$ cat config.mk
export PLATFORM = sky130hd
export DESIGN_NAME = traffic_display
export DESIGN_NICKNAME = d
export VERILOG_FILES = /design/src/rtl/traffic_display.sv
export SDC_FILE = /design/constraint.sdc
export NUM_CORES = 1
export LEC_CHECK = 0
export ABC_AREA = 1
export CORE_ASPECT_RATIO = 0.9
export CORE_MARGIN = 2
export CORE_UTILIZATION = 30
export DETAILED_ROUTE_END_ITERATION = 6
export PLACE_DENSITY = 0.53
export SETUP_SLACK_MARGIN = 0.1
export SKIP_CTS_REPAIR_TIMING = 1
export SKIP_LAST_GASP = 1
export SLEW_MARGIN = 20
export SYNTH_ARGS = -nofsm -noshare
export SYNTH_HDL_FRONTEND = slang
export SYNTH_SLANG_ARGS = --single-unit
$ cat constraint.sdc
create_clock -name clock -period 2.9 [get_ports clock]
set_clock_uncertainty 0.1 [all_clocks]
set_input_delay 0.58 -clock clock [delete_from_list [all_inputs] [get_ports clock]]
set_output_delay 0.58 -clock clock [all_outputs]
set_load 0.03 [all_outputs]
$ cat src/rtl/traffic_display.sv
// traffic_display: drives the three lamps and a 2-digit multiplexed seven-segment readout
// from the counter's phase/count. Define TRAFFIC_DISPLAY_BLINK_EN to blink the lamp near phase end.
module traffic_display #(
    parameter int SCAN_DIV  = 50000,
    parameter int BLINK_DIV = 12500000
) (
    input  logic       clock,
    input  logic       reset,
    input  logic [1:0] state,
    input  logic [3:0] count,
    output logic [2:0] light,
    output logic [6:0] seg,
    output logic [1:0] an
);
    localparam int            SW        = (SCAN_DIV > 2) ? $clog2(SCAN_DIV) : 1;
    localparam logic [SW-1:0] SCAN_LAST = SW'(SCAN_DIV - 1);

    localparam logic [1:0] ST_GREEN   = 2'd0;
    localparam logic [1:0] ST_YELLOW  = 2'd1;
    localparam logic [1:0] ST_RED     = 2'd2;
    localparam logic [1:0] ST_ILLEGAL = 2'd3;

    localparam logic [6:0] SEG_BLANK = 7'h7F;
    localparam logic [6:0] SEG_DASH  = 7'h3F;

    if (SCAN_DIV < 2) begin : gBadScanDiv
        $error("traffic_display: SCAN_DIV must be at least 2");
    end
    if (BLINK_DIV < 1) begin : gBadBlinkDiv
        $error("traffic_display: BLINK_DIV must be at least 1");
    end

    logic [5:0]    r_sync1;
    logic [5:0]    r_sync2;
    logic [1:0]    r_hState;
    logic [3:0]    r_hCount;
    logic [SW-1:0] r_scanCnt;
    logic          r_digitTens;
    logic [2:0]    r_light;
    logic [6:0]    r_seg;
    logic [1:0]    r_an;

    logic          w_stable;
    logic          w_tens;
    logic [3:0]    w_ones;
    logic [6:0]    w_tensSeg;
    logic [6:0]    w_onesSeg;
    logic [2:0]    w_lamp;
    logic          w_blinkOff;

    function automatic logic [6:0] segOf(input logic [3:0] digit);
        logic [6:0] pattern;
        case (digit)
            4'd0:    pattern = 7'h40;
            4'd1:    pattern = 7'h79;
            4'd2:    pattern = 7'h24;
            4'd3:    pattern = 7'h30;
            4'd4:    pattern = 7'h19;
            4'd5:    pattern = 7'h12;
            4'd6:    pattern = 7'h02;
            4'd7:    pattern = 7'h78;
            4'd8:    pattern = 7'h00;
            4'd9:    pattern = 7'h10;
            default: pattern = SEG_BLANK;
        endcase
        return pattern;
    endfunction

    // The held copy only follows the synchroniser once two consecutive samples agree,
    // so a bundle caught mid-change on the slow clock never reaches the display.
    assign w_stable = (r_sync1 == r_sync2);

    always_ff @(posedge clock) begin
        if (reset) begin
            r_sync1  <= '0;
            r_sync2  <= '0;
            r_hState <= '0;
            r_hCount <= '0;
        end else begin
            r_sync1 <= {state, count};
            r_sync2 <= r_sync1;
            if (w_stable) begin
                r_hState <= r_sync1[5:4];
                r_hCount <= r_sync1[3:0];
            end
        end
    end

    assign w_tens    = (r_hCount >= 4'd10);
    assign w_ones    = w_tens ? (r_hCount - 4'd10) : r_hCount;
    assign w_onesSeg = (r_hState == ST_ILLEGAL) ? SEG_DASH : segOf(w_ones);
    assign w_tensSeg = (r_hState == ST_ILLEGAL) ? SEG_DASH :
                       (w_tens ? segOf(4'd1) : SEG_BLANK);

    always_comb begin
        w_lamp = 3'b000;
        case (r_hState)
            ST_GREEN:  w_lamp = 3'b001;
            ST_YELLOW: w_lamp = 3'b010;
            ST_RED:    w_lamp = 3'b100;
            default:   w_lamp = 3'b000;
        endcase
    end

`ifdef TRAFFIC_DISPLAY_BLINK_EN
    localparam int            BW         = (BLINK_DIV > 2) ? $clog2(BLINK_DIV) : 1;
    localparam logic [BW-1:0] BLINK_LAST = BW'(BLINK_DIV - 1);

    logic [BW-1:0] r_blinkCnt;
    logic          r_blinkPhase;

    // Free-running so the blink cadence is not disturbed by phase changes.
    always_ff @(posedge clock) begin
        if (reset) begin
            r_blinkCnt   <= '0;
            r_blinkPhase <= 1'b0;
        end else if (r_blinkCnt == BLINK_LAST) begin
            r_blinkCnt   <= '0;
            r_blinkPhase <= ~r_blinkPhase;
        end else begin
            r_blinkCnt <= r_blinkCnt + BW'(1);
        end
    end

    assign w_blinkOff = r_blinkPhase && (r_hState != ST_ILLEGAL) && (r_hCount <= 4'd3);
`else
    assign w_blinkOff = 1'b0;
`endif

    always_ff @(posedge clock) begin
        if (reset) begin
            r_scanCnt   <= '0;
            r_digitTens <= 1'b0;
        end else if (r_scanCnt == SCAN_LAST) begin
            r_scanCnt   <= '0;
            r_digitTens <= ~r_digitTens;
        end else begin
            r_scanCnt <= r_scanCnt + SW'(1);
        end
    end

    // Enable and segments are registered in the same edge so a digit never shows
    // the other digit's pattern, even for one cycle.
    always_ff @(posedge clock) begin
        if (reset) begin
            r_light <= 3'b000;
            r_seg   <= SEG_BLANK;
            r_an    <= 2'b11;
        end else begin
            r_light <= w_lamp & ~{3{w_blinkOff}};
            r_an    <= r_digitTens ? 2'b01 : 2'b10;
            r_seg   <= r_digitTens ? w_tensSeg : w_onesSeg;
        end
    end

    assign light = r_light;
    assign seg   = r_seg;
    assign an    = r_an;

endmodule
Word-level counts from Yosys, hierarchy flattened --
Memory sizes are Yosys's and may differ from the RTL's. Cells that the tools add are included.
Storage, ports and cells: register bits 47, bits in read-only memories 112, input port bits 8, output and inout port bits 12, word-level logic and storage cells 28, memories 1
Operators by class: add/subtract/negate cells 2, $lt $le $gt $ge 1, equal/unequal tests 5, multiplexer cells 7, bitwise logic cells 1, reductions and logical operators 2
Memory list:
- (no name shown) | depth 16, width 7, rd ports 1, clocked after memory_dff 0, wr ports 0, line 53 | case (digit)
Operator list (count):
- 7-bit two-way mux | 3
- 16-bit by 1-bit adder with 16-bit output (second input constant) | 1
- 16-bit == test (second input constant) | 1
- 3-bit case mux with 3 select lines | 1
- 6-bit == test | 1
- 2-bit == test (second input constant) | 2
- 4-bit >= comparator (second input constant) | 1
- 4-bit two-way mux | 1
- 4-bit subtractor (second input constant) | 1
- 3-bit two-way mux | 1
- 2-bit by 1-bit == test with 1-bit output (second input constant) | 1
- 2-bit logical NOT | 1
- 2-bit two-way mux | 1
- 2-bit OR reduction | 1
- 1-bit NOT | 1

Longest topological paths before layout --
Gate-level depths: netlist (run 1). An unclocked memory read counts as a cell.
depth after elaboration 5, mapped depth 12, mapped depth without buffers 12

Least setup slack after synthesis (run 1) --
OpenSTA, ideal clock, no wires.
path type input port to flip-flop, from input port reset, to register r_seg[4] (netlist: seg[4]), library setup time 0.125 ns, arrival 1.287 ns, data required time 2.675 ns, path slack 1.387 ns, stages on the path 6, buffers on the path 2, path through buf_2 inv_1 buf_4 nand2_1 nor2_2 nand3_1
RTL lines:
- from (decl) | line 8 | input logic reset,
- to (signal assigned) | line 152 | r_seg <= r_digitTens ? w_tensSeg : w_onesSeg;
- to (decl) | line 40 | logic [6:0] r_seg;

Worst setup path after layout (run 1) --
from register r_light[1] (netlist: light[1]), to output port light[1]
RTL lines:
- from (decl) | line 39 | logic [2:0] r_light;
- from (signal assigned) | line 150 | r_light <= w_lamp & ~{3{w_blinkOff}};
- to (decl) | line 11 | output logic [2:0] light,
No word-level cell between the ends.

==> impl_metrics.env, run 1 <==
export IMPL_cts_made_buffers=5
export IMPL_ys_ff_latch=47
export IMPL_syn_nets=288
export IMPL_io_buffer_count=19
export IMPL_fp_dieH_um=82.8
export IMPL_ys_flop_type="dfxtp_1"
export IMPL_synthArstFlopShare=0
export IMPL_yosys_warnings=0
export IMPL_clkLatencyLatePin_ps=300
export IMPL_grt_total_usage=0.106
export IMPL_rsz0062_at_grt="no"
export IMPL_drt_iter0_markers=62
export IMPL_dr_pass1_iters=4
export IMPL_p_leak_uw=0.00101
export IMPL_vias_per_cell=4.23
export IMPL_nets=310
export IMPL_grt_pass1_wl_mm=6.31
export IMPL_num_antenna_cells=0
export IMPL_post_drt_wl_per_cell_um=9.54
export IMPL_max_clock_freq_mhz=508
export IMPL_regArea_um2=941
export IMPL_clock_sinks=47
export IMPL_final_antenna_net_count=0
export IMPL_critPathCaptureType="output pin"
export IMPL_finalPower_uw=1280
export IMPL_synth_seq_area_share=0.455
export IMPL_critPathSlowestCell="clkdlybuf4s50_1"
export IMPL_post_route_min_period_ps=1970
export IMPL_syn_inst=275
export IMPL_fin_hold_ws_ps=324
export IMPL_required_ps=2220
export IMPL_finalCritPeriodShare=0.679
export IMPL_synth_edf_count=0
export IMPL_antenna_found_initial=0
export IMPL_critical_path_class="reg2out"
export IMPL_dp_hpwl_mm=2.78
export IMPL_clk_pin_slew_ps=90
export IMPL_cap_violations=0
export IMPL_status="finished clean"
export IMPL_ios=20
export IMPL_grt_max_degree=17
export IMPL_n_fill_cell=695
export IMPL_hold_violations=0
export IMPL_die_w_um=91.5
export IMPL_gp_congestion=0.771
export IMPL_cts_tree="done"
export IMPL_relSlewSlack=0.664
export IMPL_syn_area_per_cell_um2=7.52
export IMPL_startpoint_type="flip-flop"
export IMPL_ir_drop_uv=195
export IMPL_cp_arrival_ps=1290
export IMPL_yosys_cell_types_count=26
export IMPL_grt_pass1_vias=1426
export IMPL_row_count=28
export IMPL_routed_wl_mm=3.70
export IMPL_start_util=0.312
export IMPL_critPathMaxFanout=1
export IMPL_dieArea_um2=7580
export IMPL_cp_num_buf_inv=1
export IMPL_cts_root_buf="clkbuf_8"
export IMPL_p_per_area_nw_per_um2=529
export IMPL_dr_total_vias=1642
export IMPL_overflow=0
export IMPL_htree_levels=2
export IMPL_slowest_delay_ps=660
export IMPL_multi_input_area_um2=921
export IMPL_crit_chain="clkdlybuf4s50_1"
export IMPL_netlist_area_um2=2070
export IMPL_setup_viol=0
export IMPL_core_um2=6620
export IMPL_syn2layout_area_growth_pct=17.3
export IMPL_hold_class="reg2reg"
export IMPL_worstMarginPinSlew_ps=500
export IMPL_cp_top_family="buffers and inverters"
export IMPL_drive_gt1_frac=0.104
export IMPL_drc_errors=0
export IMPL_clockBufferDepth=2
export IMPL_fin_tns_setup_ps=0
export IMPL_finalMaxSlewViolations=0
==> through the flow <==
step | setup WS (ps) | cell area [um2] | util | instances
after CTS | 915 | 2430 | 0.366 | 388
after floorplan | 1390 | 2070 | - | 275
after detailed placement | 865 | 2340 | 0.353 | 380
after global placement | 903 | 2340 | 0.353 | 380
final | 930 | 2430 | 0.366 | 388
after global routing | 874 | 2430 | 0.366 | 388
==> state kept, by name, indices dropped and copies added (netlist names) <==
name and count:
an 2, r_hCount 4, r_hState 2, seg 7, r_digitTens 1, r_sync2 6
r_scanCnt 16, light 3, r_sync1 6
==> where the power goes <==
| group | total, uW | switching, uW | internal [uW] |
|---|---|---|---|
| logic | 189 | 113 | 75.7 |
| registers | 701 | 19.7 | 681 |
| clock network | 393 | 225 | 168 |
| total | 1280 | 358 | 925 |
==> path summary, 6_finish.rpt <==
check             cells after the start  slack, ps                      from                end
setup / recovery                      1        930       light[1]$_SDFF_PP0_           light[1]
hold / removal                        1        320  r_digitTens$_SDFFE_PP0P_   an[1]$_SDFF_PP1_
setup reg to reg                      9       1220  r_hCount[1]$_SDFFE_PP0N_  seg[4]$_SDFF_PP1_
hold reg to reg                       1        320  r_digitTens$_SDFFE_PP0P_   an[1]$_SDFF_PP1_
==> synth_stat cells, types with 3 or more instances <==
| library cell | instances | area, um2 |
|---|---|---|
| nand2_1 | 60 | 225 |
| dfxtp_1 | 47 | 941 |
| inv_1 | 42 | 158 |
| nor2_1 | 35 | 131 |
| nand3_1 | 16 | 80.1 |
| nand4_1 | 10 | 62.6 |
| nor2_2 | 9 | 56.3 |
| xor2_1 | 9 | 78.8 |
| nor3_1 | 8 | 40.0 |
| a21oi_1 | 7 | 35.0 |
| ha_1 | 5 | 62.6 |
| o21ai_0 | 5 | 25.0 |
| nand2_2 | 4 | 25.0 |
| a21oi_2 | 3 | 26.3 |
==> cell usage in the layout (no fill, tap or decap), drive strengths merged, types with 2 or more instances in the layout <==
| master | Yosys | final |
|---|---|---|
| a21oi | 10 | 10 |
| clkbuf | 1 | 5 |
| clkdlybuf4s50 | 0 | 19 |
| clkinvlp | 0 | 2 |
| dfxtp | 47 | 47 |
| ha | 5 | 5 |
| inv | 44 | 44 |
| nand2 | 65 | 65 |
| nand3 | 16 | 16 |
| nand4 | 10 | 10 |
| nor2 | 45 | 45 |
| nor3 | 9 | 9 |
| nor3b | 2 | 2 |
| o21ai | 6 | 6 |
| xor2 | 9 | 9 |
==> metal layers <==
metal,up-vias,global-route usage,share of wire
li1,898,-,-
met1,710,0.143,0.53
met2,26,0.156,0.41
met3,8,0.0280,0.036
met4,0,0.0545,0.022
met5,-,0,0
==> cells by family (layout without fill, tap and decap cells) <==
kind of cell | count (synthesis) | after routing | share of synthesized area
buf+inv | 49 | 72 | 0.0998
compound gates | 17 | 17 | 0.0502
flops | 47 | 47 | 0.455
simple gates | 148 | 148 | 0.327
fa+ha+maj | 5 | 5 | 0.0302
xor+xnor | 9 | 9 | 0.0381
==> area by class of cell <==
| class | count | share of cell area |
|---|---|---|
| sequential | 47 | 0.388 |
| multi-input combinational | 179 | 0.380 |
| timing repair buffer | 20 | 0.0815 |
| inverter | 44 | 0.0681 |
| clock inverter | 3 | 0.00825 |
| clock buffer | 5 | 0.0284 |
| tap | 90 | 0.0464 |
Note: power is estimated with default switching activity, not from simulation.
==> inputs of run 2 (changes only) <==
--- a/config.mk
+++ b/config.mk
@@ -10,7 +10,7 @@
 export CORE_MARGIN = 2
 export CORE_UTILIZATION = 30
 export DETAILED_ROUTE_END_ITERATION = 6
-export PLACE_DENSITY = 0.53
+export PLACE_DENSITY = 0.55
 export SETUP_SLACK_MARGIN = 0.1
 export SKIP_CTS_REPAIR_TIMING = 1
 export SKIP_LAST_GASP = 1
==> constraint.sdc (replaced) <==
create_clock -name clock -period 1.6 [get_ports clock]
set_clock_uncertainty 0.1 [all_clocks]
set_input_delay 0.32 -clock clock [delete_from_list [all_inputs] [get_ports clock]]
set_output_delay 0.32 -clock clock [all_outputs]
set_load 0.03 [all_outputs]
==> run 2 against run 1 <==
  * Non-clock buffer count grew 12
  * Worst setup slack lost 800 ps
  * Die area is the same
  * Clock-buffer cell count grew 1
  * Register-to-register slack lost 1100 ps
  * Final area grew 12%
  * Global-route usage grew 0.41 points
  * Via count grew 3.7%
  * Utilization grew 4.5 points
  * Critical path type is now reg2reg
  * Critical endpoint is now seg[4]$_SDFF_PP1_
  * Largest cell class is now multi-input combinational cells
==> impl_metrics.env, run 2 (same netlist as run 1, synthesis figures left out) <==
export IMPL_hold_path_end="an[1]$_SDFF_PP1_"
export IMPL_drive_gt1_frac=0.212
export IMPL_grt_pass1_wl_mm=6.58
export IMPL_cts_made_buffers=5
export IMPL_finalPower_uw=2600
export IMPL_final_antenna_net_count=0
export IMPL_p_leak_uw=0.00127
export IMPL_cap_violations=0
export IMPL_final_cell_mix="nand2_1 (55), dfxtp_1 (44), inv_1 (37)"
export IMPL_fp_dieH_um=82.8
export IMPL_start_util=0.312
export IMPL_reg2reg_slack_ps=130
export IMPL_post_drt_wl_per_cell_um=10.2
export IMPL_dieArea_um2=7580
export IMPL_layout_setup_ws_ps=128
export IMPL_die_w_um=91.5
export IMPL_fin_util=0.412
export IMPL_cp_arrival_ps=1560
export IMPL_placed_cells=390
export IMPL_io_buffer_count=19
export IMPL_cts_root_buf="clkbuf_8"
export IMPL_cts_tree="done"
export IMPL_pre_cts_slack_ps=-7.72
export IMPL_core_um2=6620
export IMPL_crit_cells=9
export IMPL_layout_commonest_cell="nand2_1"
export IMPL_gp_congestion=0.775
export IMPL_vias_per_cell=4.25
export IMPL_clkLatencyLatePin_ps=300
export IMPL_cp_num_buf_inv=1
export IMPL_antenna_found_initial=0
export IMPL_whs_path_depth=1
export IMPL_required_ps=1690
export IMPL_setup_viol=0
export IMPL_clockBufferDepth=2
export IMPL_r2r_end="seg[4]$_SDFF_PP1_"
export IMPL_cp_top_family="simple AND/OR/NAND/NOR gates"
export IMPL_startpoint_type="flip-flop"
export IMPL_crit_chain="inv_4, ha_4, nand2_4, nand2_4, o21ai_4, nand2_4, nand2_4, nor2_4, nand3_2"
export IMPL_instances_no_fill=401
export IMPL_row_count=28
export IMPL_critPathCaptureType="flip-flop"
export IMPL_ir_drop_uv=456
export IMPL_clock_sinks=47
export IMPL_nets=323
export IMPL_critical_path_class="reg2reg"
export IMPL_worstRegToRegCells=9
export IMPL_worstReg2RegStart="r_hCount[1]$_SDFFE_PP0N_"
export IMPL_status="finished clean"
export IMPL_min_delay_start="r_digitTens$_SDFFE_PP0P_"
export IMPL_dr_pass1_iters=4
export IMPL_clk_pin_slew_ps=90
export IMPL_slowest_delay_ps=400
export IMPL_htree_levels=2
export IMPL_fin_tns_setup_ps=0
export IMPL_hold_class="reg2reg"
export IMPL_grt_max_degree=17
export IMPL_critPathSlowestCell="dfxtp_4"
export IMPL_drc_errors=0
export IMPL_worstMarginPinSlew_ps=377
export IMPL_num_antenna_cells=0
export IMPL_regMostFlops="r_scanCnt"
export IMPL_routed_wl_mm=4.08
export IMPL_relSlewSlack=0.748
export IMPL_grt_total_usage=0.110
export IMPL_dr_total_vias=1703
export IMPL_cp_common_cell="nand2_4"
export IMPL_syn2layout_area_growth_pct=31.8
export IMPL_overflow=0
export IMPL_finalCritPeriodShare=0.920
export IMPL_grt_pass1_vias=1517
export IMPL_rsz0062_at_grt="yes"
export IMPL_max_clock_freq_mhz=679
export IMPL_drt_iter0_markers=50
export IMPL_dp_hpwl_mm=2.85
export IMPL_ios=20
export IMPL_largest_reg_flops=16
export IMPL_post_route_min_period_ps=1470
export IMPL_finalMaxSlewViolations=0
export IMPL_hold_violations=0
export IMPL_critPathMaxFanout=5
export IMPL_p_per_area_nw_per_um2=953
==> run 2: how the worst max path moves through the flow <==
stage,startpoint,to,slack (ps)
2_1_floorplan,r_hCount[1]$_SDFFE_PP0N_,seg[4]$_SDFF_PP1_,100
4_1_cts,seg[6]$_SDFF_PP1_,seg[6],-130
5_1_grt,r_hCount[3]$_SDFFE_PP0N_,seg[6]$_SDFF_PP1_,30
6_report,r_hCount[1]$_SDFFE_PP0N_,seg[4]$_SDFF_PP1_,130
3_5_place_dp,reset,seg[4]$_SDFF_PP1_,-8
3_3_place_gp,reset,seg[4]$_SDFF_PP1_,10
==> run 2: layer usage <==
layer	track usage	up-vias	share of wire
met5	0	-	0
met4	0.0591	0	0.022
li1	-	921	-
met2	0.177	27	0.46
met3	0.0289	9	0.043
met1	0.136	746	0.47
==> run 2: where the power goes <==
group	total (uW)	switching, uW	leakage (uW)	internal [uW]
clock network	902	396	0.0000612	506
registers	1280	41.8	0.000388	1230
logic	420	242	0.000817	179
total	2600	680	0.00127	1920
==> run 2: area by class of cell <==
class / instances / area (um2)
Clock inverter: 2 / 35.0
Clock buffer: 6 / 82.6
Inverter: 44 / 173
Multi-Input combinational cell: 180 / 1050
Tap cell: 90 / 113
Timing Repair Buffer: 32 / 322
Fill cell: 689 / 3900
Sequential cell: 47 / 952
==> run 2: per-stage QoR <==
| step | hold WS [ps] | area, um2 |
|---|---|---|
| after global routing | 346 | 2730 |
| after CTS | 332 | 2530 |
| after floorplan | 278 | 2070 |
| after detailed placement | 310 | 2410 |
| final | 323 | 2730 |
| after global placement | 310 | 2410 |
==> run 2: worst reg2reg max path, delay by kind of cell (launching register included) <==
family / cells / cell delay (ps)
buf+inv: 1 / 50
fa+ha+maj: 1 / 270
compound gates: 1 / 70
simple gates: 6 / 490
flops: 1 / 400
==> inputs of run 3 (changes only) <==
--- a/config.mk
+++ b/config.mk
@@ -10,10 +10,9 @@
 export CORE_MARGIN = 2
 export CORE_UTILIZATION = 30
 export DETAILED_ROUTE_END_ITERATION = 6
-export PLACE_DENSITY = 0.55
+export PLACE_DENSITY = 0.53
 export SETUP_SLACK_MARGIN = 0.1
 export SKIP_CTS_REPAIR_TIMING = 1
-export SKIP_LAST_GASP = 1
 export SLEW_MARGIN = 20
 export SYNTH_ARGS = -nofsm -noshare
 export SYNTH_HDL_FRONTEND = slang
==> constraint.sdc (replaced) <==
create_clock -name clock -period 1.64 [get_ports clock]
set_clock_uncertainty 0.1 [all_clocks]
set_input_delay 0.328 -clock clock [delete_from_list [all_inputs] [get_ports clock]]
set_output_delay 0.328 -clock clock [all_outputs]
set_load 0.03 [all_outputs]
==> run 3 against run 2 <==
  * Maximum frequency grew 0.27%
  * Final area decreased by 0.73%
  * Combinational power decreased by 8.1%
  * Via count rose by 0.88%
  * Critical endpoint is now seg[6]$_SDFF_PP1_
  * Sequential power fell by 3%
  * Critical path depth grew 2
==> impl_metrics.env, run 3 (same netlist as run 1, synthesis figures left out) <==
export IMPL_drc_errors=0
export IMPL_dr_pass1_iters=4
export IMPL_power_frac_comb=0.146
export IMPL_pre_cts_slack_ps=28.8
export IMPL_setup_viol=0
export IMPL_die_w_um=91.5
export IMPL_wl_met2_mm=1.75
export IMPL_instances_no_fill=402
export IMPL_critPathCaptureType="flip-flop"
export IMPL_worstRegToRegCells=11
export IMPL_cts_tree="done"
export IMPL_seq_power_share=0.471
export IMPL_dieArea_um2=7580
export IMPL_gp_congestion=0.751
export IMPL_hold_class="reg2reg"
export IMPL_routed_wl_mm=3.90
export IMPL_io_buffer_count=19
export IMPL_worstMarginPinSlew_ps=446
export IMPL_start_util=0.312
export IMPL_grt_pass1_vias=1546
export IMPL_top_layer="met4"
export IMPL_max_clock_freq_mhz=681
export IMPL_hold_violations=0
export IMPL_finalPower_uw=2640
export IMPL_postPlaceCellArea_um2=2400
export IMPL_post_route_min_period_ps=1470
export IMPL_ios=20
export IMPL_fin_util=0.409
export IMPL_drive_gt1_frac=0.186
export IMPL_clock_sinks=47
export IMPL_post_drt_wl_per_cell_um=9.70
export IMPL_clockBufferDepth=2
export IMPL_cp_startpoint="r_hCount[3]$_SDFFE_PP0N_"
export IMPL_required_ps=1730
export IMPL_wl_met3_um=212
export IMPL_nets=324
export IMPL_n_fill_cell=662
export IMPL_swShare=0.249
export IMPL_layout_setup_ws_ps=172
export IMPL_design_area_um2=2710
export IMPL_relSlewSlack=0.702
export IMPL_critPathMaxFanout=5
export IMPL_finalMaxSlewViolations=0
export IMPL_fp_dieH_um=82.8
export IMPL_final_antenna_net_count=0
export IMPL_regMostFlops="r_scanCnt"
export IMPL_core_um2=6620
export IMPL_row_count=28
export IMPL_layout_commonest_cell="nand2_1"
export IMPL_overflow=0
export IMPL_regArea_um2=953
export IMPL_cap_violations=0
export IMPL_finalCritPeriodShare=0.895
export IMPL_num_antenna_cells=0
export IMPL_startpoint_type="flip-flop"
export IMPL_power_switching_uw=657
export IMPL_clk_pin_slew_ps=100
export IMPL_p_per_area_nw_per_um2=975
export IMPL_drt_iter0_markers=51
export IMPL_cts_root_buf="clkbuf_8"
export IMPL_cts_made_buffers=5
export IMPL_grt_max_degree=17
export IMPL_vias_per_cell=4.27
export IMPL_final_cell_mix="nand2_1 (57), dfxtp_1 (43), inv_1 (39)"
export IMPL_dp_hpwl_mm=2.80
export IMPL_dr_total_vias=1718
export IMPL_critical_path_class="reg2reg"
export IMPL_worstReg2RegStart="r_hCount[3]$_SDFFE_PP0N_"
export IMPL_met1_length_mm=1.92
export IMPL_rsz0062_at_grt="yes"
export IMPL_r2r_end="seg[6]$_SDFF_PP1_"
export IMPL_clkLatencyLatePin_ps=300
export IMPL_multi_input_area_um2=1000
export IMPL_grt_pass1_wl_mm=6.57
export IMPL_reg2reg_slack_ps=170
export IMPL_min_delay_start="r_scanCnt[0]$_SDFF_PP0_"
export IMPL_syn2layout_area_growth_pct=30.8
export IMPL_p_int_uw=1980
export IMPL_status="finished clean"
export IMPL_htree_levels=2
export IMPL_cp_arrival_ps=1560
export IMPL_placed_cells=389
export IMPL_antenna_found_initial=0
export IMPL_largest_reg_flops=16
export IMPL_p_leak_uw=0.00124
export IMPL_clockPowerShare=0.382
export IMPL_grt_total_usage=0.108
export IMPL_endpoint="seg[6]$_SDFF_PP1_"
export IMPL_ir_drop_uv=486
==> run 3: changes by cell type in the layout (fill, tap and decap cells not counted), sizes merged <==
cell,delta
buf,+1
bufinv,+1
clkbuf,-1
clkinv,-1
clkinvlp,+1
==> run 3: worst max-delay path: stages (launching register included) <==
cell and delay [ps]:
dfxtp_4 370, a21oi_4 190, nor2_4 60, ha_1 180
inv_1 50, nand3_1 80, nand2_1 70, inv_1 40
nand2_1 50, nand3_1 60, nand2_1 80, nand2_1 50
==> run 3: worst min-delay path by stage <==
stage	to	slack [ps]	cells past startpoint
final	r_scanCnt[0]$_SDFF_PP0_	320	1
after global routing	r_scanCnt[0]$_SDFF_PP0_	340	1
after CTS	an[1]$_SDFF_PP1_	320	1
after detailed placement	an[1]$_SDFF_PP1_	300	1
after global placement	an[1]$_SDFF_PP1_	310	1
after floorplan	an[1]$_SDFF_PP1_	280	1
==> run 3: area by class of cell <==
class / instances / share of cell area
sequential: 47 / 0.352
clock buffer: 5 / 0.0254
timing repair buffer: 33 / 0.122
tap: 90 / 0.0416
multi-input combinational: 180 / 0.371
clock inverter: 3 / 0.0250
inverter: 44 / 0.0629
==> run 3: per-stage QoR <==
| step | hold slack, ps | setup TNS (ps) |
|---|---|---|
| floorplan | 278 | 0 |
| global placement | 307 | 0 |
| detailed placement | 296 | 0 |
| CTS | 318 | -903 |
| global route | 343 | 0 |
| finish | 324 | 0 |
==> run 3: per-layer routing <==
| metal | track usage | vias up |
|---|---|---|
| li1 | - | 924 |
| met1 | 0.134 | 756 |
| met2 | 0.183 | 36 |
| met3 | 0.0343 | 2 |
| met4 | 0.0318 | 0 |
| met5 | 0 | - |
==> run 3: power by group through the flow <==
stage,clock network [uW],registers (uW),logic (uW)
after detailed placement,0,1270,359
after global routing,1080,1250,433
after CTS,1040,1240,361
after global placement,0,1270,357
final,1010,1240,386
after floorplan,0,1320,173
